===== src/rtl/mc_pkg.sv =====
// Shared encodings for the multicycle MIPS control path: opcodes, FSM states
// and the datapath mux-select codes used by the controller, ALU control and datapath.
package mc_pkg;

   localparam int unsigned OP_W    = 6;
   localparam int unsigned STATE_W = 4;
   localparam int unsigned SEL_W   = 2;

   localparam logic [OP_W-1:0] OP_RTYPE = 6'b000000;
   localparam logic [OP_W-1:0] OP_LW    = 6'b100011;
   localparam logic [OP_W-1:0] OP_SW    = 6'b101011;
   localparam logic [OP_W-1:0] OP_BEQ   = 6'b000100;
   localparam logic [OP_W-1:0] OP_ADDI  = 6'b001000;
   localparam logic [OP_W-1:0] OP_J     = 6'b000010;

   typedef enum logic [STATE_W-1:0] {
      ST_INIT   = 4'd0,
      ST_FETCH  = 4'd1,
      ST_DECODE = 4'd2,
      ST_MEMADR = 4'd3,
      ST_MEMRD  = 4'd4,
      ST_MEMWB  = 4'd5,
      ST_MEMWR  = 4'd6,
      ST_EXEC   = 4'd7,
      ST_RWB    = 4'd8,
      ST_BEQ    = 4'd9,
      ST_ADDIEX = 4'd10,
      ST_ADDIWB = 4'd11,
      ST_JUMP   = 4'd12
   } state_t;

   localparam logic [SEL_W-1:0] SRCB_REGB    = 2'b00;
   localparam logic [SEL_W-1:0] SRCB_FOUR    = 2'b01;
   localparam logic [SEL_W-1:0] SRCB_IMM     = 2'b10;
   localparam logic [SEL_W-1:0] SRCB_IMM_SH2 = 2'b11;

   localparam logic [SEL_W-1:0] ALUOP_ADD    = 2'b00;
   localparam logic [SEL_W-1:0] ALUOP_SUB    = 2'b01;
   localparam logic [SEL_W-1:0] ALUOP_FUNCT  = 2'b10;

   localparam logic [SEL_W-1:0] PCSRC_ALU    = 2'b00;
   localparam logic [SEL_W-1:0] PCSRC_ALUOUT = 2'b01;
   localparam logic [SEL_W-1:0] PCSRC_JUMP   = 2'b10;

   // True for every opcode the controller knows how to sequence.
   function automatic logic is_known_op(input logic [OP_W-1:0] op);
      return (op == OP_RTYPE) || (op == OP_LW) || (op == OP_SW) ||
             (op == OP_BEQ)   || (op == OP_ADDI) || (op == OP_J);
   endfunction

endpackage


===== src/rtl/mc_ctrl.sv =====
// Main control FSM of the multicycle MIPS datapath: sequences fetch/decode/
// execute/memory/writeback, handshakes with memory and counts retired instructions.
module mc_ctrl
   import mc_pkg::*;
#(
   parameter int unsigned CNT_W = 32
) (
   input  logic               clk,
   input  logic               rst_n,
   input  logic [OP_W-1:0]    opcode,
   input  logic               mem_ready,
   output logic               pc_write,
   output logic               pc_write_cond,
   output logic               iord,
   output logic               mem_read,
   output logic               mem_write,
   output logic               ir_write,
   output logic               mem_to_reg,
   output logic               reg_dst,
   output logic               reg_write,
   output logic               alu_src_a,
   output logic [SEL_W-1:0]   alu_src_b,
   output logic [SEL_W-1:0]   alu_op,
   output logic [SEL_W-1:0]   pc_source,
   output logic               illegal_op,
   output logic [STATE_W-1:0] state_dbg,
   output logic [CNT_W-1:0]   instr_cnt
);

   state_t           r_state;
   state_t           w_next;
   logic             w_retire;
   logic [CNT_W-1:0] r_cnt;

   // State register
   always_ff @(posedge clk or negedge rst_n) begin
      if (!rst_n) r_state <= ST_INIT;
      else        r_state <= w_next;
   end

   // Next state and retire detection
   always_comb begin
      w_next   = ST_FETCH;
      w_retire = 1'b0;
      case (r_state)
         ST_INIT:   w_next = ST_FETCH;
         ST_FETCH:  w_next = mem_ready ? ST_DECODE : ST_FETCH;
         ST_DECODE: begin
            case (opcode)
               OP_LW, OP_SW: w_next = ST_MEMADR;
               OP_RTYPE:     w_next = ST_EXEC;
               OP_BEQ:       w_next = ST_BEQ;
               OP_ADDI:      w_next = ST_ADDIEX;
               OP_J:         w_next = ST_JUMP;
               default:      w_next = ST_FETCH;
            endcase
         end
         ST_MEMADR: w_next = (opcode == OP_LW) ? ST_MEMRD : ST_MEMWR;
         ST_MEMRD:  w_next = mem_ready ? ST_MEMWB : ST_MEMRD;
         ST_MEMWB: begin
            w_next   = ST_FETCH;
            w_retire = 1'b1;
         end
         ST_MEMWR: begin
            w_next   = mem_ready ? ST_FETCH : ST_MEMWR;
            w_retire = mem_ready;
         end
         ST_EXEC:   w_next = ST_RWB;
         ST_RWB, ST_BEQ, ST_ADDIWB, ST_JUMP: begin
            w_next   = ST_FETCH;
            w_retire = 1'b1;
         end
         ST_ADDIEX: w_next = ST_ADDIWB;
         default:   w_next = ST_FETCH;
      endcase
   end

   // Output decode; only FETCH strobes depend on mem_ready
   always_comb begin
      pc_write      = 1'b0;
      pc_write_cond = 1'b0;
      iord          = 1'b0;
      mem_read      = 1'b0;
      mem_write     = 1'b0;
      ir_write      = 1'b0;
      mem_to_reg    = 1'b0;
      reg_dst       = 1'b0;
      reg_write     = 1'b0;
      alu_src_a     = 1'b0;
      alu_src_b     = SRCB_REGB;
      alu_op        = ALUOP_ADD;
      pc_source     = PCSRC_ALU;
      illegal_op    = 1'b0;
      case (r_state)
         ST_FETCH: begin
            mem_read  = 1'b1;
            alu_src_b = SRCB_FOUR;
            ir_write  = mem_ready;
            pc_write  = mem_ready;
         end
         ST_DECODE: begin
            alu_src_b  = SRCB_IMM_SH2;
            illegal_op = !is_known_op(opcode);
         end
         ST_MEMADR, ST_ADDIEX: begin
            alu_src_a = 1'b1;
            alu_src_b = SRCB_IMM;
         end
         ST_MEMRD: begin
            mem_read = 1'b1;
            iord     = 1'b1;
         end
         ST_MEMWB: begin
            reg_write  = 1'b1;
            mem_to_reg = 1'b1;
         end
         ST_MEMWR: begin
            mem_write = 1'b1;
            iord      = 1'b1;
         end
         ST_EXEC: begin
            alu_src_a = 1'b1;
            alu_op    = ALUOP_FUNCT;
         end
         ST_RWB: begin
            reg_write = 1'b1;
            reg_dst   = 1'b1;
         end
         ST_BEQ: begin
            alu_src_a     = 1'b1;
            alu_op        = ALUOP_SUB;
            pc_write_cond = 1'b1;
            pc_source     = PCSRC_ALUOUT;
         end
         ST_ADDIWB: reg_write = 1'b1;
         ST_JUMP: begin
            pc_write  = 1'b1;
            pc_source = PCSRC_JUMP;
         end
         default: ;
      endcase
   end

   // Retired-instruction counter, wraps naturally
   always_ff @(posedge clk or negedge rst_n) begin
      if (!rst_n)        r_cnt <= '0;
      else if (w_retire) r_cnt <= r_cnt + CNT_W'(1);
   end

   assign state_dbg = r_state;
   assign instr_cnt = r_cnt;

endmodule


===== config.mk =====
export PLATFORM = sky130hd
export DESIGN_NAME = mc_ctrl
export DESIGN_NICKNAME = d
export VERILOG_FILES = /design/src/rtl/mc_pkg.sv /design/src/rtl/mc_ctrl.sv
export SDC_FILE = /design/constraint.sdc
export NUM_CORES = 1
export LEC_CHECK = 0
export ABC_AREA = 1
export BUFFER_PORTS_ARGS = -buffer_cell sky130_fd_sc_hd__buf_4
export CAP_MARGIN = 10
export CORE_ASPECT_RATIO = 1.4
export CORE_MARGIN = 2
export CORE_UTILIZATION = 49
export DETAILED_ROUTE_END_ITERATION = 10
export PLACE_DENSITY = 0.77
export REMOVE_ABC_BUFFERS = 1
export SETUP_SLACK_MARGIN = 0.2
export SYNTH_ARGS = -nofsm -noshare
export SYNTH_HDL_FRONTEND = slang
export SYNTH_SLANG_ARGS = --single-unit
export TNS_END_PERCENT = 100

===== constraint.sdc =====
create_clock -name clk -period 1.3 [get_ports clk]
set_input_delay 0.26 -clock clk [delete_from_list [all_inputs] [get_ports clk]]
set_output_delay 0.26 -clock clk [all_outputs]
set_load 0.005 [all_outputs]

==> results.toml, run 1 <==
[status]
outcome = "stopped before the end"
first-error = "[ERROR DPL-0038] Utilization greater than 100%, impossible to legalize"
stop_stage = "global routing"

[clock_network]
cts_buffers = 5
clk_path_buf_depth = 2
clockRootBuffer = "clkbuf_8"
htree_levels = 2
cts.sinks = 36

[yosys]
synth_compound_area_share_pct = 3.30
netlist-cell-type-count = 24
synth_top_family_by_area = "simple AND/OR/NAND/NOR gates"
netlist_instances = 421
synth_area_um2 = 2580
avgSynthCellArea_um2 = 6.12
synthAdderAreaFrac_pct = 0.485
synth-seq-cells = 36
synth-simple-area-share_pct = 50.0
yosys_warnings = 0
synth-xor-area-share_pct = 2.04
synth_mux_area_share_pct = 0
ys_seq_area_share_pct = 35.0

[floorplanning]
dieWidth_um = 65.3
die_height_um = 89.8
num_rows = 31
start_util_pct = 50.3
io_pins = 62

[place]
gp_congestion = 0.945
io_buffers = 61
dp_slack_ns = -0.289
placed_area_um2 = 3700
dpl.hpwl_mm = 6.47

[global_route]
grt_max_degree = 37

[sta]
worst_path_end_type = "register data pin"
crit_endpoint = "instr_cnt[12]$_DFFE_PN0P_/D"
## cells by family after synthesis
| family | count (synthesis) |
|---|---|
| and+or+nand+nor | 309 |
| buffers and inverters | 55 |
| adders and majority gates | 1 |
| xor gates and xnor gates | 6 |
| DFF | 36 |
| AOI/OAI and AO/OA | 14 |
## stage by stage
| step | utilization [%] | setup TNS [ns] | std cells |
|---|---|---|---|
| CTS | 91.6 | -14.72 | 663 |
| global placement | 72.4 | -4.70 | 622 |
| detailed placement | 72.4 | -5.92 | 622 |
| floorplan | - | -7.11 | 414 |
## synthesized netlist by cell type
cell type | n | area [um2]
buf_6 | 3 | 33.8
nor3_2 | 1 | 10.0
dfrtp_1 | 36 | 901
nand2_1 | 183 | 687
nand4_1 | 5 | 31.3
nor3_1 | 4 | 20.0
nand2_4 | 1 | 11.3
nand3b_1 | 10 | 75.1
o21ai_0 | 8 | 40.0
xor2_1 | 6 | 52.6
nor3b_1 | 1 | 7.51
o21ai_2 | 4 | 35.0
and2_1 | 1 | 6.26
inv_1 | 41 | 154
nand2_2 | 4 | 25.0
nor2_1 | 74 | 278
buf_4 | 2 | 15.0
nand3_2 | 1 | 10.0
nand3_1 | 23 | 115
buf_2 | 2 | 10.0
nor2_4 | 1 | 11.3
inv_2 | 7 | 26.3
a21oi_1 | 2 | 10.0
ha_1 | 1 | 12.5
## timing repair
item	CTS
pin swaps	21
hold endpoints to repair	36
endpoints found under the setup margin	89
resized for setup	153
hold buffers	1
gates cloned	6
buffers inserted	26
==> inputs of run 2 (changes only) <==
CORE_ASPECT_RATIO = unset   (was 1.4)
CORE_UTILIZATION = 40   (was 49)
PLACE_DENSITY = unset   (was 0.77)
PLACE_DENSITY_LB_ADDON = 0.15   (was unset)
SETUP_SLACK_MARGIN = unset   (was 0.2)
clock period = 1.7 ns   (was 1.3 ns; I/O delays follow)
==> run 2 against run 1 <==
  * The flow now finishes, with violations (negative setup slack)
  * Area after synthesis unchanged
  * Synthesized cell count unchanged
==> results.toml, run 2 <==
[floorplanning]
die_height_um = 84.3
dieWidth_um = 84.3
num_rows = 29
core_area_um2 = 6280
start_util_pct = 41.1
die_area_um2 = 7100
io_pins = 62

[yosys]
yosysMostFrequentCell = "nand2_1"
yosys-top-cells-area = "dfrtp_1, nand2_1, nor2_1, inv_1, nand3_1"
avgSynthCellArea_um2 = 6.12
netlist_top_cells_count = "nand2_1, nor2_1, inv_1"
synth-edff-count = 0
synth_top_cell_area_share_pct = 35.0
synthArstFlopShare_pct = 100
netlist-cell-type-count = 24
yosys_warnings = 0
ys_seq_area_share_pct = 35.0
synth_area_um2 = 2580
synth-seq-cells = 36
ys.flop_type = "dfrtp_1"
netlist_instances = 421
synth.largest_area_cell = "dfrtp_1"

[setup_path]
rr_worst_depth = 10
critPathKind = "reg -> out"
worstPathArrival_ns = 1.37
crit_required_ns = 1.36
r2r_setup_slack_ns = 0.12
cp_max_fo = 4
r2r-start = "state_dbg[0]$_DFF_PN0_"
cp-start-kind = "register"
endpoint_kind = "primary output"
r2r_end = "instr_cnt[6]$_DFFE_PN0P_"

[place]
io_buffers = 61
gp_congestion = 0.882
placed_area_um2 = 3140
dpl.hpwl_mm = 5.44

[power_and_ir_drop]
p_int_w = 0.00193
ir_drop_uv = 889
p_seq_share_pct = 32.9
p_leak_nw = 1.74
clockPowerShare_pct = 18.2
power_switching_w = 0.00130
p_comb_share_pct = 48.9
swShare_pct = 40.3
fin_total_pwr_w = 0.00323
power.density_nw_per_um2 = 942

[detailed_routing]
dr.max_layer_used = "met4"
wl_per_cell_um = 12.6
drcViolationCount = 0
dr.pass1.iters = 4
drt_iter0_markers = 98
drt_wl_total_mm = 7.21
wl_met1_mm = 3.36
wl_met2_mm = 3.39
ant_nets = 0
vias = 2805
dr_wl_met3_um = 362
viasPerCell = 4.90

[sta]
rsz0062_at_grt = "true"
finalHoldViolCount = 0
setup_ws_ns = -0.00661
slew_headroom_pct = 68.0
fmax_ghz = 0.586
setup_violations = 2
finClkSkew_ns = 0.00277
maxSlewViolCount = 0
worstMarginPinSlew_ns = 0.480
finalCriticalPeriod_ns = 1.71
period_share_pct = 100

[clock_network]
hold_buffers = 0
cts.sinks = 36
clk_path_buf_depth = 2
clk_pin_slew_ns = 0.07
cts_buffers = 5
tritoncts = "done"
htree_levels = 2
worstSkewPairLatency_ns = 0.29
clockRootBuffer = "clkbuf_8"

[flow_run]
drv_cap = 0

[global_route]
grt_overflow = 0
antenna_found_initial = 0
grt_usage_pct = 21.0
grt_pass1_vias = 2659
grt_pass1_wl_mm = 12.2
grt_max_degree = 37

[cells_and_area]
final_cell_mix = "nand2_1, buf_4, nor2_1"
drive_gt1_share_pct = 26.8
final_area_um2 = 3430
fin_util_pct = 54.7
final_common_cell = "nand2_1"
fin_nets = 506
antennaDiodeCount = 0
area_delta_synth_final_pct = 33.1
fillerInstances = 655
largest_register_ffs = 32

[status]
outcome = "finished, violations left"
failed_checks = "negative setup slack"

[hold_path]
hold_path.class = "in -> async"
run 2: worst max path at each step:
| stage | to | start | slack, ns |
|---|---|---|---|
| after floorplan | instr_cnt[11]$_DFFE_PN0P_ | state_dbg[3]$_DFF_PN0_ | 0.11 |
| after global placement | illegal_op | state_dbg[3]$_DFF_PN0_ | 0.12 |
| after detailed placement | instr_cnt[29]$_DFFE_PN0P_ | instr_cnt[1]$_DFFE_PN0P_ | 0.14 |
| after CTS | illegal_op | state_dbg[2]$_DFF_PN0_ | -0.02 |
| after global routing | illegal_op | state_dbg[2]$_DFF_PN0_ | -0.08 |
| final | alu_op[1] | state_dbg[0]$_DFF_PN0_ | -0.007 |
run 2: area by class of cell:
cell class | instances | area (um2) | share of cell area (%)
multi-input cells | 330 | 1560 | 45.6
flip-flops and latches | 36 | 906 | 26.4
repair buffers | 75 | 599 | 17.5
inverters | 48 | 188 | 5.47
well taps | 77 | 96.3 | 2.81
clock buffers | 6 | 72.6 | 2.12
clock inverters | 1 | 5.00 | 0.146
run 2: power groups by stage:
stage / clock [W] / combinational (W) / sequential, W
global placement: 0 / 0.00127 / 0.00105
finish: 0.000590 / 0.00158 / 0.00106
floorplan: 0 / 0.000611 / 0.00106
global route: 0.000650 / 0.00173 / 0.00108
CTS: 0.000614 / 0.00141 / 0.00104
detailed placement: 0 / 0.00127 / 0.00105
run 2: stage by stage:
step	hold slack (ns)	TNS (ns)	instances	setup WS (ns)
6_report	0.00414	-0.00874	573	-0.00661
5_1_grt	0.0418	-0.525	573	-0.0841
4_1_cts	0.0267	-0.0385	569	-0.0198
3_5_place_dp	0.341	0	557	0.140
3_3_place_gp	0.341	0	557	0.124
2_1_floorplan	0.0444	0	414	0.115
run 2: what timing repair did:
action | in CTS | in global routing
endpoints found under the setup margin | 7 | 27
buffers inserted | 5 | 4
pin swaps | 5 | 10
resized for setup | 18 | 33
run 2: logic make-up (layout without fill, tap and decap cells):
kind of cell | after synthesis | in the layout | share of synthesized area [%]
and+or+nand+nor | 309 | 309 | 50.0
buffers and inverters | 55 | 130 | 9.27
DFF | 36 | 36 | 35.0
AOI/OAI and AO/OA | 14 | 14 | 3.30
xor gates and xnor gates | 6 | 6 | 2.04
adders and majority gates | 1 | 1 | 0.485
run 2: routing by layer:
metal,vias up,GRT usage (%)
met3,8,3.44
met1,1295,28.4
met5,-,0
met4,0,6.01
met2,67,34.7
li1,1435,-
run 2: critical path, stage by stage (launching register included):
cell	delay, ns
dfrtp_2	0.44
inv_4	0.07
buf_4	0.14
nor3_4	0.19
buf_4	0.15
buf_4	0.10
No activity file was read; power rests on OpenSTA's default activity.
==> inputs of run 3 (changes only) <==
SKIP_CTS_REPAIR_TIMING = 1   (was unset)
==> run 3 against run 2 <==
  * The flow still finishes with violations (negative setup slack)
  * Total power is 4.9% lower
  * Register-to-register slack better by 0.05 ns
  * Final cell count fell by 0.70%
  * Critical path depth unchanged
  * Hold slack gained 0.0030 ns
  * Die area stayed put
  * Via count down 0.82%
  * Combinational power down 10%
  * First-iteration DRC count grew 2.0%
==> results.toml, run 3 (synthesis results as in run 2) <==
[setup_path]
cp_slowest_stage_delay_ns = 0.43
crit_family = "flip-flops"
endpoint_kind = "primary output"
cp_slowest_cell = "dfrtp_1"
r2r-start = "instr_cnt[1]$_DFFE_PN0P_"
critPathLaunch = "state_dbg[3]$_DFF_PN0_"
worstPathCellList = "inv_2 > nand2_4 > nor3_4 > buf_4 > buf_6"
worstPathArrival_ns = 1.42
cp_max_fo = 6
cp-start-kind = "register"
worst-path-buf-inv = 3
critPathKind = "reg -> out"
crit_required_ns = 1.36

[power_and_ir_drop]
ir_drop_uv = 878
fin_total_pwr_w = 0.00307
p_leak_nw = 1.71
clockPowerShare_pct = 19.1
p_int_w = 0.00185
power.density_nw_per_um2 = 908
power_switching_w = 0.00122
swShare_pct = 39.8
p_comb_share_pct = 46.3
p_seq_share_pct = 34.6

[cells_and_area]
regArea_um2 = 907
multi_input_area_um2 = 1550
area_delta_synth_final_pct = 31.3
fillerInstances = 656
antennaDiodeCount = 0
fin_util_pct = 53.9
final_common_cell = "nand2_1"
largest_register_ffs = 32
final_cell_mix = "nand2_1, buf_4, nor2_1"
fin_nets = 502
drive_gt1_share_pct = 25.4

[place]
io_buffers = 61
gp_congestion = 0.882
dpl.hpwl_mm = 5.44

[detailed_routing]
drt_iter0_markers = 100
wl_per_cell_um = 12.5
viasPerCell = 4.89
drcViolationCount = 0
dr.max_layer_used = "met4"
vias = 2782
ant_nets = 0
wl_met1_mm = 3.42
dr.pass1.iters = 4
wl_met2_mm = 3.37
dr_wl_met3_um = 256
drt_wl_total_mm = 7.12

[hold_path]
hold_path.class = "in -> async"

[sta]
slew_headroom_pct = 67.8
finalCriticalPeriod_ns = 1.76
worstMarginPinSlew_ns = 0.483
maxSlewViolCount = 0
tns_ns = -0.216
rsz0062_at_grt = "true"
setup_violations = 5
finalHoldViolCount = 0
fmax_ghz = 0.569
period_share_pct = 103
setup_ws_ns = -0.0563
finClkSkew_ns = 0.00450

[clock_network]
htree_levels = 2
clk_path_buf_depth = 2
cts_buffers = 5
clockRootBuffer = "clkbuf_8"
worstSkewPairLatency_ns = 0.29
tritoncts = "done"
cts.sinks = 36
clk_pin_slew_ns = 0.07

[global_route]
grt_max_degree = 37
antenna_found_initial = 0
grt_pass1_vias = 2570
grt_usage_pct = 20.4
grt_pass1_wl_mm = 11.8
grt_overflow = 0

[floorplanning]
io_pins = 62
die_area_um2 = 7100
die_height_um = 84.3
dieWidth_um = 84.3
core_area_um2 = 6280
start_util_pct = 41.1
num_rows = 29

[flow_run]
drv_cap = 0

[status]
failed_checks = "negative setup slack"
outcome = "finished, violations left"
-- run 3: worst register-to-register path: stages (launching register included) --
cell	delay (ns)
dfrtp_1	0.36
ha_1	0.22
nand2_1	0.07
nor2_1	0.17
nand2_2	0.14
inv_1	0.14
nor2_1	0.05
o21ai_0	0.20
o21ai_2	0.08
-- run 3: cell type report --
class,count,area share (%)
sequential,36,26.8
multi-input combinational,330,45.9
timing repair buffer,71,16.7
inverter,48,5.40
clock buffer,6,2.14
clock inverter,1,0.148
tap,77,2.85
-- run 3: metrics by stage --
| step | setup slack (ns) | instance area [um2] | hold WS, ns | std cells |
|---|---|---|---|---|
| floorplan | 0.115 | 2520 | 0.0444 | 414 |
| global placement | 0.124 | 3140 | 0.341 | 557 |
| detailed placement | 0.140 | 3140 | 0.341 | 557 |
| CTS | -0.175 | 3210 | 0.0267 | 564 |
| global route | -0.133 | 3380 | 0.0418 | 569 |
| finish | -0.0563 | 3380 | 0.00715 | 569 |
-- run 3: path summary, 6_finish.rpt --
check | depth (start not counted) | slack (ns) | to
max in group asynchronous | 1 | 1.33 | state_dbg[1]$_DFF_PN0_
worst min-delay path | 1 | 0.007 | instr_cnt[3]$_DFFE_PN0P_
worst max register to register | 8 | 0.17 | instr_cnt[8]$_DFFE_PN0P_
worst min register to register | 2 | 0.55 | instr_cnt[17]$_DFFE_PN0P_
worst max-delay path | 5 | -0.06 | alu_op[1]
min in group clk | 3 | 0.34 | state_dbg[0]$_DFF_PN0_
-- run 3: power groups by stage --
stage	clock network, W	logic (W)	registers (W)
after floorplan	0	0.000611	0.00106
after global placement	0	0.00127	0.00105
after detailed placement	0	0.00127	0.00105
after CTS	0.000614	0.00128	0.00103
after global routing	0.000650	0.00157	0.00108
final	0.000587	0.00142	0.00106
-- run 3: metal layers --
metal / vias up / GRT usage [%]
met3: 6 / 3.44
met5: - / 0
li1: 1429 / -
met1: 1292 / 28.1
met4: 0 / 5.43
met2: 55 / 33.1
